### src/rtl/sum_accumulator64.sv
// sum_accumulator64: 64-bit streaming accumulator with sticky carry and saturating operand count
// Ports:
//     clk       in   1      rising-edge clock
//     rst_n     in   1      synchronous active-low reset
//     clr       in   1      synchronous clear of the accumulation, highest priority after reset
//     in_valid  in   1      operand valid
//     in_ready  out  1      operand can be accepted (IDLE/ACCUM, not in reset)
//     in_data   in   64     unsigned operand
//     in_last   in   1      final operand of the group
//     out_valid out  1      result presented (DONE)
//     out_ready in   1      downstream accepts result
//     out_sum   out  64     accumulated sum (acc register)
//     out_carry out  1      sticky OR of adder carry-outs in the group
//     out_count out  CNT_W  operands accepted in the group, saturating
// Config: define SUM_ACCUMULATOR_SATURATE_EN to clamp acc to all-ones on carry-out instead of wrapping.

module RippleCarryAdder64 (
    input  logic [63:0] A,
    input  logic [63:0] B,
    input  logic        cin,
    output logic [63:0] sum,
    output logic        cout
);
    logic [64:0] w_c;
    assign w_c[0] = cin;
    for (genvar i = 0; i < 64; i++) begin : g_fa
        assign sum[i]   = A[i] ^ B[i] ^ w_c[i];
        assign w_c[i+1] = (A[i] & B[i]) | (w_c[i] & (A[i] ^ B[i]));
    end
    assign cout = w_c[64];
endmodule

module sum_accumulator64 #(
    parameter int CNT_W = 8
) (
    input  logic             clk,
    input  logic             rst_n,
    input  logic             clr,
    input  logic             in_valid,
    output logic             in_ready,
    input  logic [63:0]      in_data,
    input  logic             in_last,
    output logic             out_valid,
    input  logic             out_ready,
    output logic [63:0]      out_sum,
    output logic             out_carry,
    output logic [CNT_W-1:0] out_count
);
    typedef enum logic [1:0] {IDLE, ACCUM, DONE} state_t;

    state_t           r_state;
    state_t           w_next;
    logic [63:0]      r_acc;
    logic             r_carry;
    logic [CNT_W-1:0] r_count;
    logic [63:0]      w_sum;
    logic             w_cout;
    logic             w_accept;
    logic             w_take;
    logic [63:0]      w_acc_next;

    RippleCarryAdder64 u_add (
        .A    (r_acc),
        .B    (in_data),
        .cin  (1'b0),
        .sum  (w_sum),
        .cout (w_cout)
    );

`ifdef SUM_ACCUMULATOR_SATURATE_EN
    assign w_acc_next = w_cout ? 64'hFFFF_FFFF_FFFF_FFFF : w_sum;
`else
    assign w_acc_next = w_sum;
`endif

    assign in_ready  = rst_n && (r_state != DONE);
    assign out_valid = (r_state == DONE);
    assign out_sum   = r_acc;
    assign out_carry = r_carry;
    assign out_count = r_count;
    assign w_accept  = in_valid && in_ready && !clr;
    assign w_take    = out_valid && out_ready;

    always_comb begin
        w_next = r_state;
        if (clr || w_take)
            w_next = IDLE;
        else if (w_accept)
            w_next = in_last ? DONE : ACCUM;
    end

    always_ff @(posedge clk) begin
        if (!rst_n) begin
            r_state <= IDLE;
            r_acc   <= '0;
            r_carry <= 1'b0;
            r_count <= '0;
        end else begin
            r_state <= w_next;
            if (clr || w_take) begin
                r_acc   <= '0;
                r_carry <= 1'b0;
                r_count <= '0;
            end else if (w_accept) begin
                r_acc   <= w_acc_next;
                r_carry <= r_carry | w_cout;
                r_count <= (&r_count) ? r_count : r_count + 1'b1;
            end
        end
    end
endmodule

### config.mk
export PLATFORM = sky130hd
export DESIGN_NAME = sum_accumulator64
export DESIGN_NICKNAME = d
export VERILOG_FILES = /design/src/rtl/sum_accumulator64.sv
export SDC_FILE = /design/constraint.sdc
export NUM_CORES = 1
export LEC_CHECK = 0
export ABC_AREA = 1
export ABC_CLOCK_PERIOD_IN_PS = 38500
export CORE_MARGIN = 3
export CORE_UTILIZATION = 40
export CTS_BUF_LIST = sky130_fd_sc_hd__clkbuf_8 sky130_fd_sc_hd__clkbuf_16
export CTS_CLUSTER_SIZE = 10
export DETAILED_ROUTE_END_ITERATION = 6
export GPL_TIMING_DRIVEN = 0
export PLACE_DENSITY = 0.72
export RECOVER_POWER = 50
export SLEW_MARGIN = 20
export SYNTH_ARGS = -nofsm -noshare
export SYNTH_HDL_FRONTEND = slang
export SYNTH_SLANG_ARGS = --single-unit
export TNS_END_PERCENT = 5
### constraint.sdc
create_clock -name clk -period 38.5 [get_ports clk]
set_input_delay 5.775 -clock clk [delete_from_list [all_inputs] [get_ports clk]]
set_output_delay 5.775 -clock clk [all_outputs]
set_load 0.1 [all_outputs]
==> results of run 1 <==
[power breakdown]
part,leakage (nW),internal (mW),total [mW],switching (mW)
registers,0.607,0.0792,0.0808,0.00165
logic,2.03,0.0139,0.0365,0.0226
clock network,0.111,0.0364,0.0651,0.0287
[logic make-up after synthesis]
kind of cell	Yosys count	share of synthesized area
simple gates	179	0.1701
flops	75	0.3639
fa+ha+maj	65	0.3117
compound gates	74	0.09066
xor+xnor	2	0.004246
buf+inv	46	0.05943
[Yosys cell counts, types with 2 or more instances]
master,count
dfxtp_1,75
nand3_1,5
o21ai_0,14
fa_1,63
buf_2,9
inv_1,20
clkbuf_2,4
nand2_1,26
nor2_4,2
nor2_1,142
ha_1,2
o21ai_1,52
a21oi_1,7
inv_2,4
buf_6,7
[metal layers]
layer	routed length, um	track usage	vias up
met4	104	0.05050	0
met1	4165	0.2320	1572
li1	-	-	1687
met5	0	0	-
met2	4507	0.2753	109
met3	834	0.04319	9
[registers in the layout, summed over array words and instances, names as in the netlist]
name       flops
out_sum       64
out_count      8
r_state        2
out_carry      1
[layout make-up]
class / count / area (um2) / area share
tap: 133 / 166.4 / 0.02804
clock inverter: 7 / 93.84 / 0.01581
multi-input combinational: 320 / 2369 / 0.3991
timing repair buffer: 144 / 1441 / 0.2429
inverter: 24 / 90.09 / 0.01518
clock buffer: 9 / 123.9 / 0.02087
buffer: 22 / 148.9 / 0.02509
sequential: 75 / 1501 / 0.2530
[worst max-delay path, delay by kind of cell]
kind / cells / cell delay, ps
buffers and inverters: 4 / 750
AOI/OAI and AO/OA: 1 / 130
adders and majority gates: 64 / 24870
[worst max-delay path by stage]
| stage | from | end | slack (ps) |
|---|---|---|---|
| after floorplan | in_data[0] | out_sum[63]$_SDFFE_PP0P_ | 8540 |
| after global placement | in_data[0] | out_sum[63]$_SDFFE_PP0P_ | 7270 |
| final | in_data[0] | out_sum[63]$_SDFFE_PP0P_ | 7210 |
| after global routing | in_data[0] | out_sum[63]$_SDFFE_PP0P_ | 6280 |
| after detailed placement | in_data[0] | out_sum[63]$_SDFFE_PP0P_ | 6990 |
| after CTS | in_data[0] | out_sum[63]$_SDFFE_PP0P_ | 7270 |
[per-stage QoR]
stage / util / std cells / worst slack, ps / hold WS (ps) / power, mW
after floorplan: - / 441 / 8544 / 464.4 / 0.1050
after global placement: 0.5787 / 718 / 7269 / 452.6 / 0.1196
after detailed placement: 0.5787 / 718 / 6992 / 466.3 / 0.1201
after CTS: 0.6006 / 734 / 7270 / 485.8 / 0.1859
after global routing: 0.5989 / 734 / 6281 / 498.7 / 0.1916
final: 0.5989 / 734 / 7210 / 475.3 / 0.1824
==> impl_metrics.tcl, run 1 <==
set metrics [dict create \
    start_kind "input port" \
    worst_pin_slew_ps 1019 \
    cp_slowest_cell "dlygate4sd3_1" \
    clock_skew_ps 12.96 \
    clock_latency_ps 340 \
    r2r_slack_ps 12880 \
    period_share 0.8127 \
    grt_overflow 0 \
    synth_cell_type_count 24 \
    ir_drop_mv 0.02194 \
    place_congestion 0.7583 \
    synth_fp_nets 576 \
    viasPerCell 4.601 \
    post_cts_resized 0 \
    dieHeight_um 107.6 \
    die_w_um 107.6 \
    cp.required_ps 38770 \
    min_period_ps 31290 \
    synth_area_per_cell_um2 9.357 \
    wl_per_cell_um 13.09 \
    core_um2 9910 \
    ys_top_cells_by_area "dfxtp_1 (36%), fa_1 (31%), nor2_1 (13%)" \
    grt_setup_unrepaired "false" \
    maxCapViolations 0 \
    critPathKind "in -> reg" \
    rr_startpoint "out_sum[0]$_SDFFE_PP0P_" \
    n_antenna_cell 0 \
    antenna_left 0 \
    max_stage_delay_ps 540 \
    worst_r2r_path_depth 68 \
    yosysWarnings 0 \
    vias 3377 \
    antenna_found_initial 0 \
    hold_start "out_carry$_SDFFE_PP0P_" \
    nFillCells 886 \
    slew_violations 0 \
    fin_area_um2 5934 \
    status "complete, no violations" \
    fin_nets 731 \
    arrival_ps 31560 \
    grt_pass1_wl_um 16020 \
    drt_iter0_markers 145 \
    grt_pass1_vias 3378 \
    grt_usage 0.1723 \
    slew_headroom 0.3182 \
    core.rowCount 36 \
    firstDrtPassIters 4 \
    htree_levels 3 \
    synthArstFlopShare 0 \
    clock_sinks 75 \
    cp_max_fo 1 \
    whs_path_depth 2 \
    hold_violations 0 \
    clk_pin_slew_worst_paths_ps 80 \
    grt_max_degree 14 \
    synth_edf_count 0 \
    yosysSeqAreaShare 0.3639 \
    clk_path_buf_depth 2 \
    cts_buffers 9 \
    min_path_type "reg -> reg" \
    finalSetupTns_ps 0 \
    initial_core_util 0.4164 \
    fmaxAchievable_mhz 31.96 \
    cts_tree "yes" \
    setup_viol 0 \
    synthFlopType "dfxtp_1" \
    reg2reg_to "out_sum[63]$_SDFFE_PP0P_" \
    hold_end "out_carry$_SDFFE_PP0P_" \
    cts_setup_buffers 0 \
    layout.cells.most_common "nor2_1" \
    dieArea_um2 11570 \
    io_pins 145 \
    synth_area_um2 4126 \
    synth_top_area_frac 0.3639 \
    leakage_nw 2.744 \
    hpwl_um 7730 \
    critPathCaptureType "flip-flop" \
    root_buffer "clkbuf_8" \
    power.density_nw_per_um2 30.73 \
    syn_inst 441 \
    drc 0 \
    portBuffers 144 \
    holdBufCountCts 0 \
    dpl-instance-area_um2 5734 \
    worst_path_most_repeated_cell "fa_1" \
    layout_common_cells "nor2_1 (143), clkdlybuf4s50_1 (81), dfxtp_1 (75), fa_1 (63), dlygate4sd3_1 (63)" \
    yosys.area.top_type "dfxtp_1" \
    drive_above_1_share 0.06156 \
    routed_wl_um 9611 \
    synth-seq-cells 75 \
    syn2layout_area_growth_pct 43.81 \
]
No activity file was read; power rests on OpenSTA's default activity.
==> run 2, diff against run 1 <==
--- a/config.mk
+++ b/config.mk
@@ -6,14 +6,14 @@
 export NUM_CORES = 1
 export LEC_CHECK = 0
 export ABC_AREA = 1
-export ABC_CLOCK_PERIOD_IN_PS = 38500
+export ABC_CLOCK_PERIOD_IN_PS = 26500
 export CORE_MARGIN = 3
 export CORE_UTILIZATION = 40
 export CTS_BUF_LIST = sky130_fd_sc_hd__clkbuf_8 sky130_fd_sc_hd__clkbuf_16
 export CTS_CLUSTER_SIZE = 10
 export DETAILED_ROUTE_END_ITERATION = 6
 export GPL_TIMING_DRIVEN = 0
-export PLACE_DENSITY = 0.72
+export PLACE_DENSITY = 0.75
 export RECOVER_POWER = 50
 export SLEW_MARGIN = 20
 export SYNTH_ARGS = -nofsm -noshare
==> constraint.sdc (replaced) <==
create_clock -name clk -period 26.5 [get_ports clk]
set_input_delay 3.975 -clock clk [delete_from_list [all_inputs] [get_ports clk]]
set_output_delay 3.975 -clock clk [all_outputs]
set_load 0.1 [all_outputs]
==> run 2 against run 1 <==
Effect of this change: cell area grew 2.4%; register-to-register slack lost 9100 ps; flip-flop and latch count is the same; critical path depth unchanged; largest cell class unchanged; largest power group unchanged.
==> impl_metrics.tcl, run 2 (synthesis results as in run 1) <==
set metrics [dict create \
    status "complete, no violations" \
    r2r_slack_ps 3750 \
    place_congestion 0.7986 \
    fin_ws_ps 23.03 \
    crit_family "adder cells" \
    core.rowCount 36 \
    finalNonFillerCells 734 \
    n_antenna_cell 0 \
    clock_latency_ps 340 \
    clock_sinks 75 \
    htree_levels 3 \
    clk_path_buf_depth 2 \
    hpwl_um 7904 \
    root_buffer "clkbuf_8" \
    clk_pin_slew_worst_paths_ps 90 \
    pre_cts_slack_ps -1128 \
    min_path_type "reg -> reg" \
    antenna_left 0 \
    critPathKind "in -> reg" \
    layout.cells.most_common "nor2_1" \
    clock_skew_ps 13.56 \
    holdBufCountCts 0 \
    dieHeight_um 107.6 \
    fin_area_um2 6076 \
    fin_util 0.6131 \
    grt_pass1_wl_um 16680 \
    max_stage_delay_ps 420 \
    dpl-instance-area_um2 5839 \
    ir_drop_mv 0.03080 \
    report.power.total_uw 260.2 \
    antenna_found_initial 0 \
    arrival_ps 26760 \
    rr_startpoint "out_sum[0]$_SDFFE_PP0P_" \
    worst_path_most_repeated_cell "fa_2" \
    maxCapViolations 0 \
    die_w_um 107.6 \
    worst_pin_slew_ps 1034 \
    grt_max_degree 15 \
    cts_tree "yes" \
    hold_start "out_carry$_SDFFE_PP0P_" \
    power.density_nw_per_um2 42.83 \
    viasPerCell 4.737 \
    cp_slowest_cell "fa_1" \
    drive_above_1_share 0.1681 \
    critPathBufInv 4 \
    portBuffers 144 \
    min_period_ps 26480 \
    fmaxAchievable_mhz 37.77 \
    hold_violations 0 \
    grt_overflow 0 \
    slew_headroom 0.3086 \
    grt_setup_unrepaired "true" \
    cts_setup_buffers 0 \
    grt_pass1_vias 3651 \
    dieArea_um2 11570 \
    vias 3477 \
    firstDrtPassIters 6 \
    fin_nets 731 \
    start_kind "input port" \
    setup_viol 0 \
    syn2layout_area_growth_pct 47.24 \
    core_um2 9910 \
    wl_per_cell_um 13.63 \
    initial_core_util 0.4164 \
    drc 0 \
    cp.required_ps 26780 \
    layout_common_cells "nor2_1 (142), clkdlybuf4s50_1 (85), dfxtp_1 (75), fa_2 (60), dlygate4sd3_1 (59)" \
    worstSetupStartpoint "in_data[0]" \
    critPathCaptureType "flip-flop" \
    drt_iter0_markers 108 \
    largest_reg_flops 64 \
    grt_usage 0.1793 \
    routed_wl_um 10000 \
    cts_buffers 9 \
    dp.cells 718 \
    slew_violations 0 \
    cp_max_fo 1 \
    io_pins 145 \
    leakage_nw 2.624 \
    period_share 0.9991 \
]
-- run 2: worst min-delay path, delay by kind of cell (launching register included) --
family	cells	cell delay, ps
flip-flops	1	330
AND/OR/NAND/NOR	2	120
-- run 2: what timing repair did --
item	in CTS	in global routing
gates resized for setup	17	3
setup endpoints to repair	4	3
pin swaps	0	1
-- run 2: path summary, 6_finish.rpt --
path                              end  cells after the start
min            out_carry$_SDFFE_PP0P_                      2
min reg2reg    out_carry$_SDFFE_PP0P_                      2
max reg2reg  out_sum[63]$_SDFFE_PP0P_                     68
max          out_sum[63]$_SDFFE_PP0P_                     69
-- run 2: through the flow --
stage,TNS (ps),hold slack (ps)
global route,-1062,515.6
floorplan,0,464.4
finish,0,475.4
detailed placement,-3489,467.6
CTS,-44.22,488.0
global placement,-2831,451.0
-- run 2: report_power, final --
group,internal [mW],switching (mW)
clock,0.0440,0.0435
sequential,0.115,0.00255
combinational,0.0212,0.0339
-- run 2: metal layers --
layer / part of all wire / routed length [um] / vias up / global-route usage
met5: 0 / 0 / - / 0
met4: 0.014 / 141 / 0 / 0.05681
met3: 0.063 / 630 / 13 / 0.04199
met2: 0.49 / 4883 / 113 / 0.3011
met1: 0.43 / 4348 / 1664 / 0.2290
li1: - / - / 1687 / -
-- run 2: cell type report --
cell class                      instances  area (um2)
Inverter                               24       90.09
Fill cell                             833        3834
Sequential cell                        75        1501
Clock buffer                            9       123.9
Tap cell                              133       166.4
Clock inverter                          7       73.82
Buffer                                 22       148.9
Multi-Input combinational cell        320        2530
Timing Repair Buffer                  144        1441
